==> src/rtl/sonic_tx_gearbox_66_40.sv <==
// Tx gearbox: pulls 66-bit {data,sync} blocks from the Tx ring and serialises them
// LSB-first into 40-bit PMA words (20 blocks map onto exactly 33 words).
module sonic_tx_gearbox_66_40 #(
  parameter int RD_LATENCY = 2,
  parameter int SKID_DEPTH = 4
) (
  input  logic        clk_in,
  input  logic        reset_n,
  input  logic        ena,
  input  logic        tx_ready,
  input  logic [65:0] data_in,
  output logic        rdreq,
  output logic        rdena,
  output logic [39:0] data_out,
  output logic        data_valid,
  output logic        underflow
);

  localparam int PTR_W = (SKID_DEPTH > 1) ? $clog2(SKID_DEPTH) : 1;
  localparam int CNT_W = $clog2(SKID_DEPTH + 1);
  localparam int OUT_W = 40;
  localparam int BLK_W = 66;
  localparam int ACC_W = 106;

  typedef enum logic [1:0] {IDLE, PRIME, RUN} state_e;

  state_e                state_q, state_d;
  logic [ACC_W-1:0]      acc_q, acc_d;
  logic [6:0]            accCnt_q, accCnt_d;
  logic [BLK_W-1:0]      fifoMem_q [SKID_DEPTH];
  logic [PTR_W-1:0]      wrPtr_q, rdPtr_q;
  logic [CNT_W-1:0]      fifoCnt_q, fifoCnt_d;
  logic [RD_LATENCY-1:0] inflight_q, inflight_d;
  logic                  rdreq_q, rdreq_d;
  logic                  rdena_q;
  logic                  dataValid_q;
  logic                  underflow_q;
  logic [OUT_W-1:0]      dataOut_q;

  logic                  flush;
  logic                  emit;
  logic                  fifoWr;
  logic                  fifoPop;
  logic                  starved;
  logic [6:0]            rem;
  logic [31:0]           pending;

  function automatic logic [PTR_W-1:0] ptrInc(input logic [PTR_W-1:0] p);
    return (p == PTR_W'(SKID_DEPTH - 1)) ? '0 : p + 1'b1;
  endfunction

  // Dropping ena always wins, even over the PRIME->RUN promotion.
  always_comb begin
    state_d = state_q;
    unique case (state_q)
      IDLE:    if (ena) state_d = PRIME;
      PRIME: begin
        if (!ena)                    state_d = IDLE;
        else if (accCnt_q >= 7'd40)  state_d = RUN;
      end
      RUN:     if (!ena) state_d = IDLE;
      default: state_d = IDLE;
    endcase
  end

  always_comb begin
    flush   = (state_d == IDLE);
    emit    = (state_q == RUN) && tx_ready && (accCnt_q >= 7'd40) && !flush;
    starved = (state_q == RUN) && tx_ready && (accCnt_q < 7'd40) && !flush;
    rem     = emit ? (accCnt_q - 7'd40) : accCnt_q;
    fifoWr  = inflight_q[RD_LATENCY-1] && (state_q != IDLE) && !flush;
    fifoPop = (state_q != IDLE) && !flush && (rem < 7'd40) && (fifoCnt_q != '0);

    // Every request still in the ring pipeline already owns a skid slot.
    pending = 32'(fifoCnt_q) + 32'(rdreq_q);
    for (int i = 0; i < RD_LATENCY; i++) begin
      pending = pending + 32'(inflight_q[i]);
    end
    rdreq_d = !flush && ena && (pending < 32'(SKID_DEPTH));

    inflight_d    = inflight_q << 1;
    inflight_d[0] = rdreq_q;

    acc_d    = emit ? (acc_q >> OUT_W) : acc_q;
    accCnt_d = rem;
    if (fifoPop) begin
      acc_d    = acc_d | ({{(ACC_W - BLK_W){1'b0}}, fifoMem_q[rdPtr_q]} << rem);
      accCnt_d = rem + 7'd66;
    end

    fifoCnt_d = fifoCnt_q + CNT_W'(fifoWr) - CNT_W'(fifoPop);
  end

  always_ff @(posedge clk_in or negedge reset_n) begin
    if (!reset_n) begin
      state_q     <= IDLE;
      rdreq_q     <= 1'b0;
      rdena_q     <= 1'b0;
      dataValid_q <= 1'b0;
      underflow_q <= 1'b0;
      dataOut_q   <= '0;
      acc_q       <= '0;
      accCnt_q    <= '0;
      fifoCnt_q   <= '0;
      wrPtr_q     <= '0;
      rdPtr_q     <= '0;
      inflight_q  <= '0;
    end else begin
      state_q     <= state_d;
      rdreq_q     <= rdreq_d;
      rdena_q     <= (state_d != IDLE);
      dataValid_q <= emit;
      underflow_q <= starved;
      if (emit) dataOut_q <= acc_q[OUT_W-1:0];
      if (flush) begin
        acc_q      <= '0;
        accCnt_q   <= '0;
        fifoCnt_q  <= '0;
        wrPtr_q    <= '0;
        rdPtr_q    <= '0;
        inflight_q <= '0;
      end else begin
        acc_q      <= acc_d;
        accCnt_q   <= accCnt_d;
        fifoCnt_q  <= fifoCnt_d;
        inflight_q <= inflight_d;
        if (fifoWr)  wrPtr_q <= ptrInc(wrPtr_q);
        if (fifoPop) rdPtr_q <= ptrInc(rdPtr_q);
      end
    end
  end

  // Credit scheme above makes a write into a full skid buffer impossible.
  always_ff @(posedge clk_in) begin
    if (fifoWr) fifoMem_q[wrPtr_q] <= data_in;
    if (reset_n) assert (!(fifoWr && !fifoPop && (fifoCnt_q == CNT_W'(SKID_DEPTH))));
  end

  assign rdreq      = rdreq_q;
  assign rdena      = rdena_q;
  assign data_out   = dataOut_q;
  assign data_valid = dataValid_q;
  assign underflow  = underflow_q;

endmodule

==> config.mk <==
export PLATFORM = sky130hd
export DESIGN_NAME = sonic_tx_gearbox_66_40
export DESIGN_NICKNAME = d
export VERILOG_FILES = /design/src/rtl/sonic_tx_gearbox_66_40.sv
export SDC_FILE = /design/constraint.sdc
export NUM_CORES = 1
export LEC_CHECK = 0
export CORE_MARGIN = 5
export CORE_UTILIZATION = 30
export DETAILED_ROUTE_END_ITERATION = 12
export HOLD_SLACK_MARGIN = 0.02
export PLACE_DENSITY_LB_ADDON = 0.05
export SETUP_SLACK_MARGIN = 0.05
export SLEW_MARGIN = 5
export SYNTH_ARGS = -nofsm -noshare
export SYNTH_HDL_FRONTEND = slang
export SYNTH_SLANG_ARGS = --single-unit
==> constraint.sdc <==
create_clock -name clk_in -period 5.2 [get_ports clk_in]
set_clock_uncertainty 0.1 [all_clocks]
set_input_delay 1.04 -clock clk_in [delete_from_list [all_inputs] [get_ports clk_in]]
set_output_delay 1.04 -clock clk_in [all_outputs]
set_load 0.05 [all_outputs]
-- Word level (Yosys, flattened, before mapping)
Memories as Yosys holds them, arrays and structs flattened.
Index checks and enable logic that the tools add are counted.
Widths: inputs -> output; s select.
- multiplexer cells: 21
- shift-type cells: 1
- bitwise gates (word level): 1
- $add $sub $neg: 9
- reduce and logical (&&, ||, !) cells: 20
- eq/ne operators: 4
- magnitude comparators: 4
- operators by type and width (cell ; count):
    $mux 106 ; 3
    $or 106x106->106 ; 1
    $shl 66x7->106 ; 1
    $mux 2 ; 11
    $mux 7 ; 3
    $lt 7x6->1 const B ; 2
    $logic_and 1x1->1 ; 12
    $reduce_bool 2->1 ; 4
    $add 7x7->7 const B ; 1
    $ge 7x6->1 const B ; 1
    $sub 7x6->7 const B ; 1
    $add 5x1->6 ; 1
    $eq 2x2->1 const B ; 3
    $lt 6x3->1 const B ; 1
    $pmux 2 s3 ; 1
    $add 4x1->5 ; 1
    $add 2x1->2 const B ; 2
    $add 3x1->4 ; 1
    $logic_not 2->1 ; 2
    $add 3x1->3 ; 1
    $mux 3 ; 1
    $reduce_bool 3->1 ; 1
    $sub 3x1->3 ; 1
    $eq 2x1->1 const B ; 1
    2 further kinds ; 3
- RAM bits: 264
- input bits: 70
- memories kept: 1
- register bits after elaboration: 168
- memory list (memory ; words ; bits a word ; rd ports ; clocked after memory_dff ; wr ports ; RTL line ; text):
    fifoMem_q ; 4 ; 66 ; 1 ; 0 ; 1 ; 30 ; logic [BLK_W-1:0] fifoMem_q [SKID_DEPTH];

-- Longest topological paths before layout
- word-level depth: 13
- mapped depth: 16

-- Worst setup path before layout
Ideal clock, no wire load.
- kind: input to register
- from: input ena
- to: memory fifoMem_q[0][0], enable pin
- buffers on the path: 1
- stages on the path: 3
- setup slack: 0.380 ns
- arrival time: 4.229 ns
- setup time: 0.491 ns
- cells stage by stage: clkbuf_1 nand3_1 nor2_1
- word-level cells in the longest chain between the ends: 7
- elaborated cells between the ends (all ways): 9
- classes of those cells: mux (6); reduce/logical (3)
- RTL lines (what ; RTL line ; text):
    start: declaration ; 9 ; input logic ena,
    $mux 2 (on tied branches) ; 61, 56, 58 ;
    $pmux 2 s3 * ; 55 ; unique case (state_q)
    $logic_not 2->1 * ; 67 ; flush = (state_d == IDLE);
    $logic_not 1->1 * ; 71 ; fifoWr = inflight_q[RD_LATENCY-1] && (state_q != IDLE) && !flush;
    $logic_and 1x1->1 * ; 71 ;
    $mux 1 * ; 135 ; if (fifoWr) fifoMem_q[wrPtr_q] <= data_in;
    $mux 1 (not written as such) * ; 135 ;
    end: declaration ; 30 ;
Mark *: on every way between the ends. The rest lies on a longest branch, timed or not.

-- Worst setup path after layout
- from: register accCnt_q[2]
- to: register acc_q[48]
- word-level cells in the longest chain between the ends: 13
- elaborated cells between the ends (all ways): 19
- classes of those cells: add/sub (1); order compare (2); shift (1); mux (7); bitwise (1); reduce/logical (7)
- RTL lines (what ; RTL line ; text):
    start: declaration ; 29 ; logic [6:0] accCnt_q, accCnt_d;
    start signal: assignment ; 124 ; accCnt_q <= accCnt_d;
    branches (longest 12 deep; another with $ge 7x6->1) ; - ;
    $mux 106 * ; 115 ; if (flush) begin
    end signal: assignment ; 102 ; acc_q <= '0;
    end signal: assignment ; 116 ; acc_q <= '0;
    end signal: assignment ; 123 ; acc_q <= acc_d;
    end: declaration ; 28 ; logic [ACC_W-1:0] acc_q, acc_d;
Mark *: on every way between the ends.
A chain may end at the register's enable or synchronous reset.

==> run summary <==
CLOCK TREE
------------------------------------------------------------------------------------------------------
Buffers inserted by post-CTS timing repair                                                           0
Clock latency reported for the late side of the worst-skew pair                                0.61 ns
Max clock buf depth                                                                                  3
Post-cts sizing count                                                                                0
CTS hold repair buffers                                                                              0
CTS tree                                                                                           yes
Number of sinks handled by clock tree synthesis                                                    431
H-tree depth                                                                                         2
Clock transition at the register clock pins on the worst setup and hold paths after CTS        0.06 ns
CTS buffer count                                                                                    52
CTS Root Cell                                                                             sky130_fd_sc_hd__clkbuf_16

SYNTH
------------------------------------------------------------------------------------------------------
Count of warnings emitted by yosys                                                                   0
Average footprint of a synthesized cell                                                    12.35 sq um
Number of synthesized register bits                                                                431
Mapped Nets                                                                                       1870
Dominant synthesized flop cell                                                            sky130_fd_sc_hd__edfxtp_1
Async set or reset register ratio after synthesis                                               38.75%
Proportion of synthesized chip area in sequential cells                                         54.82%
Number of instances in the synthesized netlist                                                    1788
Count of distinct cell types in the synthesized netlist                                             77
Cell area after technology mapping                                                         22090 sq um
EDFF count, synth                                                                                  264

DIE
------------------------------------------------------------------------------------------------------
Initial core utilization                                                                        30.27%
Floorplan row count                                                                                 99
Number of primary I/O pins                                                                         114
DIE AREA                                                                                   79150 sq um
Chip Width                                                                                    281.3 um
Vert. Die Dim                                                                                 281.3 um
Core area                                                                                  72960 sq um

WORST SETUP PATH
------------------------------------------------------------------------------------------------------
Critical Path RT                                                                               5.55 ns
Start of the worst register-to-register path                                               accCnt_q[2]
Crit-path leading delay family                                                            compound AO/OA/AOI/OAI gates
Launch point of the worst path                                                             accCnt_q[2]
Worst Path Class, Setup                                                                   flop to flop
Cell-by-cell listing of the critical path                                                 nor2_1 -> a311o_1 -> a22o_1 -> buf_4 -> nor3_1 -> a211o_1 -> mux2i_1 -> o22ai_1
Critical path peak fanout                                                                           42
Buffering stage count on the worst path with inverters included                                      1
Critical path capture point type                                                                  flop
CP max stage cell                                                                         sky130_fd_sc_hd__nor2_1
Delay of the slowest critical-path stage                                                       0.93 ns
Critical path launch point type                                                                   flop
Arrival time of data at the critical path endpoint                                             4.45 ns

LAYOUT
------------------------------------------------------------------------------------------------------
Fin util                                                                                        36.15%
Number of nets in the final layout                                                                1964
Layout overhead on the synthesized area                                                         19.43%
Number of non-filler instances in the completed layout                                            2884
Share of final-layout standard cells stronger than drive strength 1                             16.57%
Number of antenna cells inserted                                                                     0

GRT
------------------------------------------------------------------------------------------------------
First-pass GRT wire length                                                                   112800 um
Via count of the first global-routing pass                                                       16120
Largest net degree at the start of global routing                                                   89
Overall global routing resource usage                                                           18.84%
Residual overflow from global routing                                                                0
Initial antenna violation count                                                                      0

STA
------------------------------------------------------------------------------------------------------
Period minus WS final                                                                         4.100 ns
Highest attainable clock frequency                                                          0.2439 GHz
Final cycle utilization of the critical path                                                    78.85%
Setup TNS                                                                                         0 ns
Transition at the pin with the smallest max-transition slack                                  1.128 ns
Worst rel slew slack                                                                            23.99%
# setup viols final                                                                                  0
Hold violation count in the final report                                                             0
Pins over their slew limit                                                                           0
Setup repair after global routing missed its margin                                              false

POWER AND IR DROP
------------------------------------------------------------------------------------------------------
PwrDens                                                                                   352.5 nW/um^2
LEAKAGE                                                                                    0.009274 uW
Worst VDD drop                                                                                283.6 uV

DETAILED ROUTING
------------------------------------------------------------------------------------------------------
Number of design-rule violations left by the first detailed-router iteration                      1426
1st-pass router iterations                                                                           7
Routed wirelength normalized by instance count                                                26.37 um
Antenna-violating nets left                                                                          0
Routed WL                                                                                     76040 um
Vias per inst                                                                                    5.423
DRC violation count after routing                                                                    0
Number of vias in the routed layout                                                              15640

STATUS
------------------------------------------------------------------------------------------------------
Status                                                                                       completed

PLACEMENT
------------------------------------------------------------------------------------------------------
Number of buffers inserted by port buffering                                                       113
Routability Congestion                                                                          0.8785
Post-detail-place hpwl                                                                        52460 um
Cell count after placement                                                                        2787

MIN PATH
------------------------------------------------------------------------------------------------------
Kind of path behind the tightest hold check                                               flop to flop
Worst Hold Launch                                                                            acc_q[10]

FLOW RUN
------------------------------------------------------------------------------------------------------
Max-cap violation count                                                                              0

-- state kept, by name, indices dropped and copies added, names as in the netlist, 2 cells and up --
register and count:
fifoCnt_q 3, accCnt_q 6, rdPtr_q 2, fifoMem_q 264, data_out 40, inflight_q 2
wrPtr_q 2, acc_q 106, state_q 2
-- report_power, final --
| group | total [uW] | internal, uW | switching [uW] |
|---|---|---|---|
| sequential | 3860 | 3750 | 117 |
| clock | 3980 | 2420 | 1560 |
| combinational | 1460 | 521 | 936 |
| total | 9300 | 6690 | 2610 |
-- cells by family (layout without fill, tap and decap cells) --
group | count (synthesis) | count (layout) | share of synthesized area [%]
fa+ha+maj | 12 | 12 | 0.7478
simple gates | 524 | 524 | 9.971
xor+xnor | 5 | 5 | 0.1983
flops | 431 | 431 | 54.82
compound gates | 378 | 378 | 11.80
buf+inv | 153 | 290 | 3.376
mux | 285 | 285 | 19.09
-- cells in the final DEF (no fill, tap or decap), types with 15 or more instances in the layout --
cell,n
sky130_fd_sc_hd__o22ai_1,19
sky130_fd_sc_hd__clkbuf_16,53
sky130_fd_sc_hd__nor2_1,87
sky130_fd_sc_hd__a21oi_1,67
sky130_fd_sc_hd__dfrtp_1,163
sky130_fd_sc_hd__a22o_1,19
sky130_fd_sc_hd__a221o_1,16
sky130_fd_sc_hd__mux2i_1,148
sky130_fd_sc_hd__nand3_1,20
sky130_fd_sc_hd__a31oi_1,35
sky130_fd_sc_hd__a22oi_1,41
sky130_fd_sc_hd__mux4_2,106
sky130_fd_sc_hd__o21ai_0,72
sky130_fd_sc_hd__edfxtp_1,264
sky130_fd_sc_hd__buf_4,48
sky130_fd_sc_hd__nand2_1,331
sky130_fd_sc_hd__mux2_2,28
sky130_fd_sc_hd__clkdlybuf4s50_1,112
sky130_fd_sc_hd__nor3_1,15
-- Yosys cell counts, drive strengths merged (4+ instances only) --
library cell / count / area share, %
a211o: 5 / 0.20
a211oi: 6 / 0.20
a21oi: 68 / 1.6
a221o: 16 / 0.73
a221oi: 14 / 0.64
a222oi: 6 / 0.27
a22o: 19 / 0.75
a22oi: 42 / 1.4
a2bb2oi: 6 / 0.24
a311oi: 4 / 0.16
a31oi: 35 / 0.99
and2: 11 / 0.31
and3: 11 / 0.31
buf: 61 / 1.8
clkbuf: 74 / 1.3
dfrtp: 167 / 19
edfxtp: 264 / 36
ha: 10 / 0.57
inv: 17 / 0.29
mux2: 30 / 1.5
mux2i: 149 / 6.8
mux4: 106 / 11
nand2: 333 / 5.7
nand2b: 10 / 0.28
nand3: 21 / 0.48
nor2: 93 / 1.6
nor2b: 10 / 0.28
nor3: 16 / 0.36
o211ai: 14 / 0.48
o21ai: 77 / 1.7
o221ai: 13 / 0.52
o22ai: 21 / 0.65
o311ai: 4 / 0.16
o31ai: 4 / 0.14
or2: 4 / 0.11
-- worst min-delay path, cell delays in order (launching register included) --
cell and delay [ns]:
sky130_fd_sc_hd__dfrtp_1 0.34, sky130_fd_sc_hd__nand2_1 0.05, sky130_fd_sc_hd__nand2_1 0.05
-- layer usage --
layer | global-route usage (%) | vias to the layer above | part of all wire, %
met3 | 2.956 | 97 | 5.4
met2 | 29.75 | 494 | 46
li1 | - | 7031 | -
met4 | 4.660 | 0 | 2.4
met5 | 0 | - | 0
met1 | 27.47 | 8019 | 47
-- per-stage QoR --
stage,worst slack [ns],hold WS (ns),total power [uW],instance area [sq um]
after floorplan,0.3799,0.3385,4721,22090
after detailed placement,0.9419,0.3528,5373,24490
after global placement,0.9298,0.3573,5384,24490
final,1.100,0.3640,9297,26380
after CTS,1.141,0.3686,9406,26380
after global routing,1.002,0.3910,9658,26380
-- path summary, 6_finish.rpt --
| check | to | cells past startpoint | slack (ns) |
|---|---|---|---|
| setup reg to reg | acc_q[48] | 8 | 1.10 |
| hold / removal | data_out[10] | 2 | 0.36 |
| setup / recovery | acc_q[48] | 8 | 1.10 |
| hold reg to reg | data_out[10] | 2 | 0.36 |
| min in group asynchronous | inflight_q[0] | 1 | 0.39 |
| max in group asynchronous | data_out[31] | 2 | 3.52 |
-- cell type report --
cell class | instances | area, sq um
fill | 7102 | 46580
sequential | 431 | 12120
multi-input combinational | 1204 | 9334
timing repair buffer | 175 | 1773
clock buffer | 63 | 1434
tap | 959 | 1200
clock inverter | 34 | 449.2
inverter | 18 | 67.56
(Power assumes the default switching activity.)
